--- src/rtl/atm_cash_dispense_ctrl.sv ---
// -----------------------------------------------------------------------------
// atm_cash_dispense_ctrl
// Note dispenser sequencer for an already-approved withdrawal. It plans a
// greedy note breakdown over three cassettes, checks stock, and then hands the
// notes to the dispenser mechanism one at a time.
//
// Ports
//   Clock, Reset                  rising-edge clock, async active-high reset
//   Dispense_Req/Dispense_Amount  start request + amount (sampled in IDLE)
//   Abort                         cancel the current transaction
//   Refill_En/Sel/Count           load a cassette stock value (IDLE only)
//   Feed_Valid/Feed_Sel/Feed_Ready note handshake to the mechanism
//   Dispense_Busy/Done/Error      status; Done and Error are 1-cycle pulses
//   Error_Code                    00 abort, 01 bad amount, 10 stock short,
//                                 11 too many notes; held until next request
//   Cassette0..2_Count            live cassette stock
//   Notes_Dispensed               notes delivered in current/last transaction
//   dbg_state                     current FSM state (IDLE encodes as 0)
//
// Feed handshake: a note transfers on a rising edge where Feed_Valid and
// Feed_Ready are both high. Once Feed_Valid rises, Feed_Valid and Feed_Sel
// stay stable until that transfer; Feed_Valid then drops for at least one
// cycle before the next note is offered.
// -----------------------------------------------------------------------------
module atm_cash_dispense_ctrl #(
   parameter int AMT_W     = 32,
   parameter int NOTE_W    = 8,
   parameter int DENOM0    = 200,
   parameter int DENOM1    = 100,
   parameter int DENOM2    = 50,
   parameter int MAX_NOTES = 40
) (
   input  logic              Clock,
   input  logic              Reset,
   input  logic              Dispense_Req,
   input  logic [AMT_W-1:0]  Dispense_Amount,
   input  logic              Abort,
   input  logic              Refill_En,
   input  logic [1:0]        Refill_Sel,
   input  logic [NOTE_W-1:0] Refill_Count,
   input  logic              Feed_Ready,
   output logic              Feed_Valid,
   output logic [1:0]        Feed_Sel,
   output logic              Dispense_Busy,
   output logic              Dispense_Done,
   output logic              Dispense_Error,
   output logic [1:0]        Error_Code,
   output logic [NOTE_W-1:0] Cassette0_Count,
   output logic [NOTE_W-1:0] Cassette1_Count,
   output logic [NOTE_W-1:0] Cassette2_Count,
   output logic [7:0]        Notes_Dispensed,
   output logic [2:0]        dbg_state
);

   localparam logic [2:0] S_IDLE     = 3'd0;
   localparam logic [2:0] S_CHECK    = 3'd1;
   localparam logic [2:0] S_PLAN     = 3'd2;
   localparam logic [2:0] S_DISPENSE = 3'd3;
   localparam logic [2:0] S_DONE     = 3'd4;
   localparam logic [2:0] S_ERR      = 3'd5;

   localparam logic [1:0] E_ABORT = 2'b00;
   localparam logic [1:0] E_AMT   = 2'b01;
   localparam logic [1:0] E_STOCK = 2'b10;
   localparam logic [1:0] E_MAX   = 2'b11;

   localparam int SUM_W = NOTE_W + 2;

   logic [2:0]        state_q, state_d;
   logic [AMT_W-1:0]  rem_q, rem_d;
   logic [NOTE_W-1:0] plan0_q, plan0_d, plan1_q, plan1_d, plan2_q, plan2_d;
   logic [NOTE_W-1:0] cnt0_q, cnt0_d, cnt1_q, cnt1_d, cnt2_q, cnt2_d;
   logic [7:0]        notes_q, notes_d;
   logic [1:0]        err_code_q, err_code_d;
   logic              feed_valid_q, feed_valid_d;
   logic [1:0]        feed_sel_q, feed_sel_d;
   logic              abort_pend_q, abort_pend_d;
   logic [SUM_W-1:0]  plan_total;

   assign plan_total = SUM_W'(plan0_q) + SUM_W'(plan1_q) + SUM_W'(plan2_q);

   always_comb begin
      state_d      = state_q;
      rem_d        = rem_q;
      plan0_d      = plan0_q;
      plan1_d      = plan1_q;
      plan2_d      = plan2_q;
      cnt0_d       = cnt0_q;
      cnt1_d       = cnt1_q;
      cnt2_d       = cnt2_q;
      notes_d      = notes_q;
      err_code_d   = err_code_q;
      feed_valid_d = feed_valid_q;
      feed_sel_d   = feed_sel_q;
      abort_pend_d = abort_pend_q;

      case (state_q)
         S_IDLE: begin
            if (Refill_En) begin
               case (Refill_Sel)
                  2'd0:    cnt0_d = Refill_Count;
                  2'd1:    cnt1_d = Refill_Count;
                  2'd2:    cnt2_d = Refill_Count;
                  default: ;
               endcase
            end
            if (Dispense_Req) begin
               rem_d        = Dispense_Amount;
               plan0_d      = '0;
               plan1_d      = '0;
               plan2_d      = '0;
               notes_d      = '0;
               err_code_d   = 2'b00;
               abort_pend_d = 1'b0;
               state_d      = S_CHECK;
            end
         end

         S_CHECK: begin
            if (Abort) begin
               err_code_d = E_ABORT;
               state_d    = S_ERR;
            end else if (rem_q == '0) begin
               err_code_d = E_AMT;
               state_d    = S_ERR;
            end else begin
               state_d = S_PLAN;
            end
         end

         // One note planned per cycle, largest denomination first.
         S_PLAN: begin
            if (Abort) begin
               err_code_d = E_ABORT;
               state_d    = S_ERR;
            end else if (rem_q == '0) begin
               state_d = S_DISPENSE;
            end else if (plan_total >= SUM_W'(MAX_NOTES)) begin
               err_code_d = E_MAX;
               state_d    = S_ERR;
            end else if (rem_q >= AMT_W'(DENOM0) && plan0_q < cnt0_q) begin
               plan0_d = plan0_q + 1'b1;
               rem_d   = rem_q - AMT_W'(DENOM0);
            end else if (rem_q >= AMT_W'(DENOM1) && plan1_q < cnt1_q) begin
               plan1_d = plan1_q + 1'b1;
               rem_d   = rem_q - AMT_W'(DENOM1);
            end else if (rem_q >= AMT_W'(DENOM2) && plan2_q < cnt2_q) begin
               plan2_d = plan2_q + 1'b1;
               rem_d   = rem_q - AMT_W'(DENOM2);
            end else if (rem_q < AMT_W'(DENOM2)) begin
               err_code_d = E_AMT;
               state_d    = S_ERR;
            end else begin
               err_code_d = E_STOCK;
               state_d    = S_ERR;
            end
         end

         S_DISPENSE: begin
            // An abort seen while a note is in flight waits for its transfer.
            abort_pend_d = abort_pend_q | Abort;
            if (feed_valid_q) begin
               if (Feed_Ready) begin
                  feed_valid_d = 1'b0;
                  notes_d      = notes_q + 8'd1;
                  case (feed_sel_q)
                     2'd0: begin
                        cnt0_d  = cnt0_q - 1'b1;
                        plan0_d = plan0_q - 1'b1;
                     end
                     2'd1: begin
                        cnt1_d  = cnt1_q - 1'b1;
                        plan1_d = plan1_q - 1'b1;
                     end
                     default: begin
                        cnt2_d  = cnt2_q - 1'b1;
                        plan2_d = plan2_q - 1'b1;
                     end
                  endcase
               end
            end else if (abort_pend_q || Abort) begin
               abort_pend_d = 1'b0;
               err_code_d   = E_ABORT;
               state_d      = S_ERR;
            end else if (plan0_q == '0 && plan1_q == '0 && plan2_q == '0) begin
               state_d = S_DONE;
            end else begin
               feed_valid_d = 1'b1;
               if (plan0_q != '0)      feed_sel_d = 2'd0;
               else if (plan1_q != '0) feed_sel_d = 2'd1;
               else                    feed_sel_d = 2'd2;
            end
         end

         S_DONE: state_d = S_IDLE;

         S_ERR: begin
            feed_valid_d = 1'b0;
            abort_pend_d = 1'b0;
            state_d      = S_IDLE;
         end

         default: state_d = S_IDLE;
      endcase
   end

   always_ff @(posedge Clock or posedge Reset) begin
      if (Reset) begin
         state_q      <= S_IDLE;
         rem_q        <= '0;
         plan0_q      <= '0;
         plan1_q      <= '0;
         plan2_q      <= '0;
         cnt0_q       <= '0;
         cnt1_q       <= '0;
         cnt2_q       <= '0;
         notes_q      <= '0;
         err_code_q   <= '0;
         feed_valid_q <= 1'b0;
         feed_sel_q   <= '0;
         abort_pend_q <= 1'b0;
      end else begin
         state_q      <= state_d;
         rem_q        <= rem_d;
         plan0_q      <= plan0_d;
         plan1_q      <= plan1_d;
         plan2_q      <= plan2_d;
         cnt0_q       <= cnt0_d;
         cnt1_q       <= cnt1_d;
         cnt2_q       <= cnt2_d;
         notes_q      <= notes_d;
         err_code_q   <= err_code_d;
         feed_valid_q <= feed_valid_d;
         feed_sel_q   <= feed_sel_d;
         abort_pend_q <= abort_pend_d;
      end
   end

   assign Feed_Valid      = feed_valid_q;
   assign Feed_Sel        = feed_sel_q;
   assign Dispense_Busy   = (state_q != S_IDLE);
   assign Dispense_Done   = (state_q == S_DONE);
   assign Dispense_Error  = (state_q == S_ERR);
   assign Error_Code      = err_code_q;
   assign Cassette0_Count = cnt0_q;
   assign Cassette1_Count = cnt1_q;
   assign Cassette2_Count = cnt2_q;
   assign Notes_Dispensed = notes_q;
   assign dbg_state       = state_q;

endmodule
--- config.mk ---
export PLATFORM = sky130hd
export DESIGN_NAME = atm_cash_dispense_ctrl
export DESIGN_NICKNAME = d
export VERILOG_FILES = /design/src/rtl/atm_cash_dispense_ctrl.sv
export SDC_FILE = /design/constraint.sdc
export NUM_CORES = 1
export LEC_CHECK = 0
export CAP_MARGIN = 5
export CORE_MARGIN = 2
export CORE_UTILIZATION = 45
export DETAILED_ROUTE_END_ITERATION = 7
export GPL_TIMING_DRIVEN = 0
export PLACE_DENSITY = 0.75
export SETUP_SLACK_MARGIN = 0.2
export SKIP_CTS_REPAIR_TIMING = 1
export SLEW_MARGIN = 20
export SYNTH_ARGS = -nofsm -noshare
export SYNTH_HDL_FRONTEND = slang
export SYNTH_SLANG_ARGS = --single-unit
export TNS_END_PERCENT = 50
--- constraint.sdc ---
create_clock -name Clock -period 5.17 [get_ports Clock]
set_input_delay 0.7755 -clock Clock [delete_from_list [all_inputs] [get_ports Clock]]
set_output_delay 0.7755 -clock Clock [all_outputs]
set_load 0.005 [all_outputs]
Word level (Yosys, flattened, before mapping). Index checks and enable logic that the tools add are counted.

Register bits: 97. Bits in latches: 0. Bits in writable memories: 0. ROM bits: 0. Input port bits: 48. Output and inout port bits: 43. Memories: 0.

Add/subtract/negate cells: 15. $mul: 0. Div/mod/pow operators: 0. Magnitude comparators: 8. Equality and inequality tests: 38. Shift-type cells: 0. Multiplexer cells: 94. Bitwise gates (word level): 4. Reduce and logical (&&, ||, !) cells: 35.

Operator list (count): 2-to-1 mux 8 bit (42); 2-to-1 mux 32 bit (7); one-hot mux 8 bit (3 select lines) (3); one-hot mux 32 bit (2 select lines) (1); one-hot mux 8 bit (2 select lines) (4); subtractor 8 x 1 -> 8 bit (second input constant) (6); 2-to-1 mux 3 bit (12); adder 8 x 1 -> 8 bit (second input constant) (4); greater-or-equal comparator 32 x 6 -> 1 bit (second input constant) (1); greater-or-equal comparator 32 x 7 -> 1 bit (second input constant) (1); greater-or-equal comparator 32 x 8 -> 1 bit (second input constant) (1); logical NOT 32 bit (1); less-than comparator 32 x 6 -> 1 bit (second input constant) (1); subtractor 32 x 6 -> 32 bit (second input constant) (1); subtractor 32 x 7 -> 32 bit (second input constant) (1); subtractor 32 x 8 -> 32 bit (second input constant) (1); inequality test 2 bit (second input constant) (15); AND reduction 6 bit (5); 2-to-1 mux 2 bit (14); logical NOT 8 bit (3); less-than comparator 8 bit (3); AND reduction 9 bit (2); inequality test 4 bit (second input constant) (4); nonzero test 8 bit (2); other kinds (30) (59).

Logic depth before layout (Yosys ltp).
Depth after elaboration: 9. Depth in mapped cells: 15.

Worst setup path before layout. OpenSTA, ideal clock, no wires.

Path type: reg-to-reg. Start: reg plan0_q[1]. End: reg plan1_q[2]. Arrival: 3.708 ns. Data required time: 5.075 ns. Slack: 1.367 ns. Cell stages (with the launch flop): 13. Path buffers: 2. Cells stage by stage: dfrtp_1 fa_1 ha_1 fa_1 a21o_1 or4_1 o221ai_1 a41oi_1 or3_1 clkbuf_1 nand3b_1 clkbuf_1 o31ai_1.

Longest elaborated chain between the ends: 5.

RTL lines: from (decl) (RTL line 71) `logic [NOTE_W-1:0] plan0_q, plan0_d, plan1_q, plan1_d, plan2_q, plan2_d;`; from (signal assigned) (RTL line 225) `plan0_q <= plan0_d;`; adder 8 x 8 -> 9 bit (RTL line 80) `assign plan_total = SUM_W'(plan0_q) + SUM_W'(plan1_q) + SUM_W'(plan2_q);`; adder 9 x 8 -> 10 bit (RTL line 80); greater-or-equal comparator 10 x 6 -> 1 bit (RTL line 138) `end else if (plan_total >= SUM_W'(MAX_NOTES)) begin`; inequality test 2 bit (no source line); AND reduction 10 bit (no source line) *; to (signal assigned) (RTL line 226) `plan1_q <= plan1_d;`; to (decl) (RTL line 71).

Mark *: on every way between the ends. The rest lies on a longest branch, timed or not. A chain may end at the register's enable or synchronous reset.

Final worst setup path. Same ends and word-level chain as after synthesis.

==> impl_metrics.prom <==
# TYPE chip_impl_metric gauge
chip_impl_metric{name="postLayoutCoreUtil",unit="%"} 54.2
chip_impl_metric{name="numPlacedInstances",unit=""} 1256
chip_impl_metric{name="final_period_minus_worst_setup_slack",unit="ns"} 4.49
chip_impl_metric{name="max-clock-path-buffers",unit=""} 2
chip_impl_metric{name="die-width",unit="um"} 136
chip_impl_metric{name="rrSetupSlack",unit="ns"} 0.68
chip_impl_info{name="worst_setup_path_end_kind",value="register"} 1
chip_impl_metric{name="antenna_found_initial",unit=""} 0
chip_impl_info{name="tritoncts",value="built"} 1
chip_impl_metric{name="h-tree-depth",unit=""} 3
chip_impl_metric{name="critical_path_peak_fanout",unit=""} 10
chip_impl_metric{name="r2r_cells",unit=""} 12
chip_impl_metric{name="clock_transition_at_the_registers_of_the_reported_paths",unit="ns"} 0.07
chip_impl_info{name="setup.worst_path.class",value="register to register"} 1
chip_impl_info{name="timing.critical_path.from_type",value="register"} 1
chip_impl_metric{name="grt_first_pass_wirelength",unit="mm"} 39.5
chip_impl_metric{name="timing.final.hold_violations",unit=""} 0
chip_impl_metric{name="initialDrtViolationCount",unit=""} 633
chip_impl_metric{name="dp_slack",unit="ns"} 0.732
chip_impl_metric{name="cts_num_sinks",unit=""} 97
chip_impl_metric{name="fp.coreArea",unit="mm2"} 0.0171
chip_impl_metric{name="routed-via-count",unit=""} 7952
chip_impl_info{name="r2r-start",value="plan0_q[1]"} 1
chip_impl_metric{name="grt_start_max_net_pins",unit=""} 70
chip_impl_metric{name="synth.lib_cells_used.distinct",unit=""} 77
chip_impl_metric{name="cp.arrival",unit="ns"} 4.76
chip_impl_metric{name="syn-instance-count",unit=""} 940
chip_impl_metric{name="synthesis.area_per_instance",unit="um2"} 8.29
chip_impl_metric{name="yosys_warnings",unit=""} 0
chip_impl_info{name="min_delay_worst_endpoint",value="Error_Code[1]"} 1
chip_impl_metric{name="irDropWorstVdd",unit="mV"} 0.223
chip_impl_metric{name="ant_nets_after_route",unit=""} 0
chip_impl_metric{name="clk_lat_worst_skew",unit="ns"} 0.36
chip_impl_metric{name="cts-buffers-inserted",unit=""} 9
chip_impl_metric{name="hpwl",unit="mm"} 18.1
chip_impl_metric{name="ys_ff_latch",unit=""} 97
chip_impl_metric{name="vertical_die_dimension",unit="um"} 136
chip_impl_metric{name="syn-num-nets",unit=""} 1059
chip_impl_metric{name="synth-async-reset-ratio",unit="%"} 100
chip_impl_metric{name="totalPowerFinal",unit="mW"} 5.44
chip_impl_info{name="crit_start",value="plan0_q[1]"} 1
chip_impl_metric{name="track_usage",unit="%"} 27.2
chip_impl_metric{name="max_slew_margin",unit="%"} 46.9
chip_impl_metric{name="boundaryPins",unit=""} 91
chip_impl_metric{name="routed_via_density",unit=""} 6.25
chip_impl_info{name="layout.cells.most_common_list",value="dfrtp_1, nand2_1, nor2_1"} 1
chip_impl_info{name="critical_path.reg2reg.endpoint",value="plan1_q[2]"} 1
chip_impl_info{name="status",value="complete, no violations"} 1
chip_impl_metric{name="drc_violation_count_after_routing",unit=""} 0
chip_impl_metric{name="grt_overflow_total",unit=""} 0
chip_impl_metric{name="rows",unit=""} 48
chip_impl_metric{name="postLayoutSetupSlackWorst",unit="ns"} 0.678
chip_impl_metric{name="design.final.nets",unit=""} 1161
chip_impl_metric{name="via_count_of_the_first_global_routing_pass",unit=""} 7693
chip_impl_metric{name="synth_seq_area_share",unit="%"} 31.1
chip_impl_info{name="layout.cells.most_common",value="dfrtp_1"} 1
chip_impl_metric{name="antenna_cells_inserted",unit=""} 0
chip_impl_metric{name="final_min_period_over_clock_period",unit="%"} 86.9
chip_impl_metric{name="place.gp.congestion",unit=""} 0.953
chip_impl_metric{name="timing.final.setup_violations",unit=""} 0
chip_impl_metric{name="number_of_detailed_route_iterations_in_the_first_pass",unit=""} 6
chip_impl_metric{name="max-cap-violations",unit=""} 0
chip_impl_metric{name="synth_edf_count",unit=""} 0
chip_impl_metric{name="avg_wl_per_cell",unit="um"} 19.1
chip_impl_metric{name="worst_hold_path.num_cells",unit=""} 1
chip_impl_metric{name="timing.fmax",unit="MHz"} 223
chip_impl_metric{name="port_buffers",unit=""} 90
chip_impl_metric{name="ratio_of_cells_with_drive_above_1_in_the_final_layout",unit="%"} 5.16
chip_impl_metric{name="timing.critical_path.required",unit="ns"} 5.44
chip_impl_info{name="hold_start",value="Error_Code[1]"} 1
chip_impl_metric{name="setup-tns-final",unit="ns"} 0
chip_impl_metric{name="layout-area-overhead-vs-synth",unit="%"} 19.1
chip_impl_info{name="cts_root_buf",value="clkbuf_16"} 1
chip_impl_info{name="holdCritPathClass",value="register to register"} 1
chip_impl_info{name="dominantRegCellSynth",value="dfrtp_1"} 1
chip_impl_metric{name="synth_area",unit="mm2"} 0.00779
chip_impl_metric{name="max_slew_vio_count",unit=""} 0
chip_impl_info{name="rsz0062_at_grt",value="false"} 1
chip_impl_metric{name="worst_slew_pin_slew",unit="ns"} 0.792
chip_impl_metric{name="leakagePower",unit="nW"} 4.14
chip_impl_metric{name="fin_worst_skew",unit="ns"} 0.0109
chip_impl_metric{name="routed_wl",unit="mm"} 24.3
chip_impl_metric{name="die_area",unit="mm2"} 0.0184
chip_impl_metric{name="final_standard_cell_count_with_taps_included_and_fillers_excluded",unit=""} 1272
chip_impl_metric{name="start_util",unit="%"} 45.5
chip_impl_metric{name="pwr_density_cell",unit="mW/mm2"} 586
-- critical path, stage by stage, from the launching register on --
cell	delay, ns
dfrtp_1	0.52
fa_1	0.54
ha_1	0.24
fa_1	0.44
a21o_1	0.20
or4_1	0.50
o221ai_1	0.26
a41oi_1	0.15
or3_1	0.32
clkbuf_1	0.22
nand3b_1	0.38
clkbuf_1	0.32
o31ai_1	0.29
-- routing by layer --
metal / GRT usage [%] / wire length (um) / share of wire [%] / up-vias
li1: - / - / - / 3674
met1: 34.3 / 9950 / 41 / 3815
met2: 46.0 / 11700 / 48 / 386
met3: 4.04 / 1850 / 7.6 / 77
met4: 12.9 / 789 / 3.2 / 0
met5: 0 / 0 / 0 / -
-- synth_stat cells (4+ instances only) --
library cell | count | area share (%)
dfrtp_1 | 97 | 31
nand2_1 | 91 | 4.4
nor2_1 | 91 | 4.4
o21ai_0 | 71 | 4.6
ha_1 | 59 | 9.5
a21oi_1 | 58 | 3.7
inv_1 | 57 | 2.7
nand3_1 | 33 | 2.1
clkbuf_1 | 31 | 1.5
nor3_1 | 29 | 1.9
a21o_1 | 20 | 1.9
a31oi_1 | 18 | 1.4
xnor2_1 | 15 | 1.7
a211oi_1 | 14 | 1.3
o211ai_1 | 13 | 1.3
fa_1 | 12 | 3.1
nor4_1 | 11 | 0.88
o21ai_1 | 11 | 0.71
or3_1 | 11 | 0.88
nand4_1 | 10 | 0.80
xor2_1 | 10 | 1.1
and3_1 | 9 | 0.72
o31ai_1 | 9 | 0.87
o22ai_1 | 8 | 0.64
a22oi_1 | 7 | 0.67
buf_2 | 7 | 0.45
and2_1 | 6 | 0.48
o22a_1 | 6 | 0.67
or4_1 | 6 | 0.58
a311oi_1 | 5 | 0.56
a32oi_1 | 5 | 0.56
mux2i_1 | 5 | 0.64
nand2b_1 | 5 | 0.40
nor2b_1 | 5 | 0.40
o311ai_1 | 5 | 0.56
a211o_1 | 4 | 0.45
mux2_2 | 4 | 0.58
o2111ai_1 | 4 | 0.45
o21a_1 | 4 | 0.39
o21bai_1 | 4 | 0.39
or4_4 | 4 | 0.58
-- cell families after synthesis --
logic type | synth area share (%)
AND/OR/NAND/NOR | 20.6
buffers and inverters | 5.12
multiplexers | 1.41
XOR/XNOR | 2.81
AO/OA/AOI/OAI | 26.4
adder cells (fa/ha/maj) | 12.6
flip-flops | 31.1
-- stage by stage --
stage          instance area, um2  hold WS (ns)
6_report                     9280         0.535
5_1_grt                      9280         0.548
4_1_cts                      9280         0.528
3_5_place_dp                 9010         0.508
3_3_place_gp                 8970         0.505
2_1_floorplan                7790         0.459
-- worst max-delay path by stage --
stage	to	slack, ns
after floorplan	plan1_q[2]	1.37
after global placement	rem_q[21]	0.06
after detailed placement	plan1_q[6]	0.73
after CTS	plan1_q[6]	0.70
after global routing	plan2_q[7]	0.33
final	plan1_q[2]	0.68
-- layout make-up --
class                   count  area, um2
plain buffers              42        179
clock buffers               9        225
clock inverters             7       45.0
fillers                  1622       7830
inverters                  59        226
multi-input cells         742       4970
flip-flops and latches     97       2430
well taps                 225        282
repair buffers             91        928
-- flip-flops by register name, summed over array words and instances (netlist names) --
name,cells
Cassette0_Count,8
Feed_Sel,2
Error_Code,2
dbg_state,3
Notes_Dispensed,8
Cassette1_Count,8
Feed_Valid,1
plan0_q,8
plan1_q,8
rem_q,32
plan2_q,8
abort_pend_q,1
Cassette2_Count,8
-- report_power, final --
| group | internal, mW | switching (mW) | leakage [nW] |
|---|---|---|---|
| combinational | 1.30 | 1.94 | 2.80 |
| clock | 0.327 | 0.325 | 0.136 |
| sequential | 1.08 | 0.458 | 1.21 |
| total | 2.72 | 2.72 | 4.14 |
(Power assumes the default switching activity.)
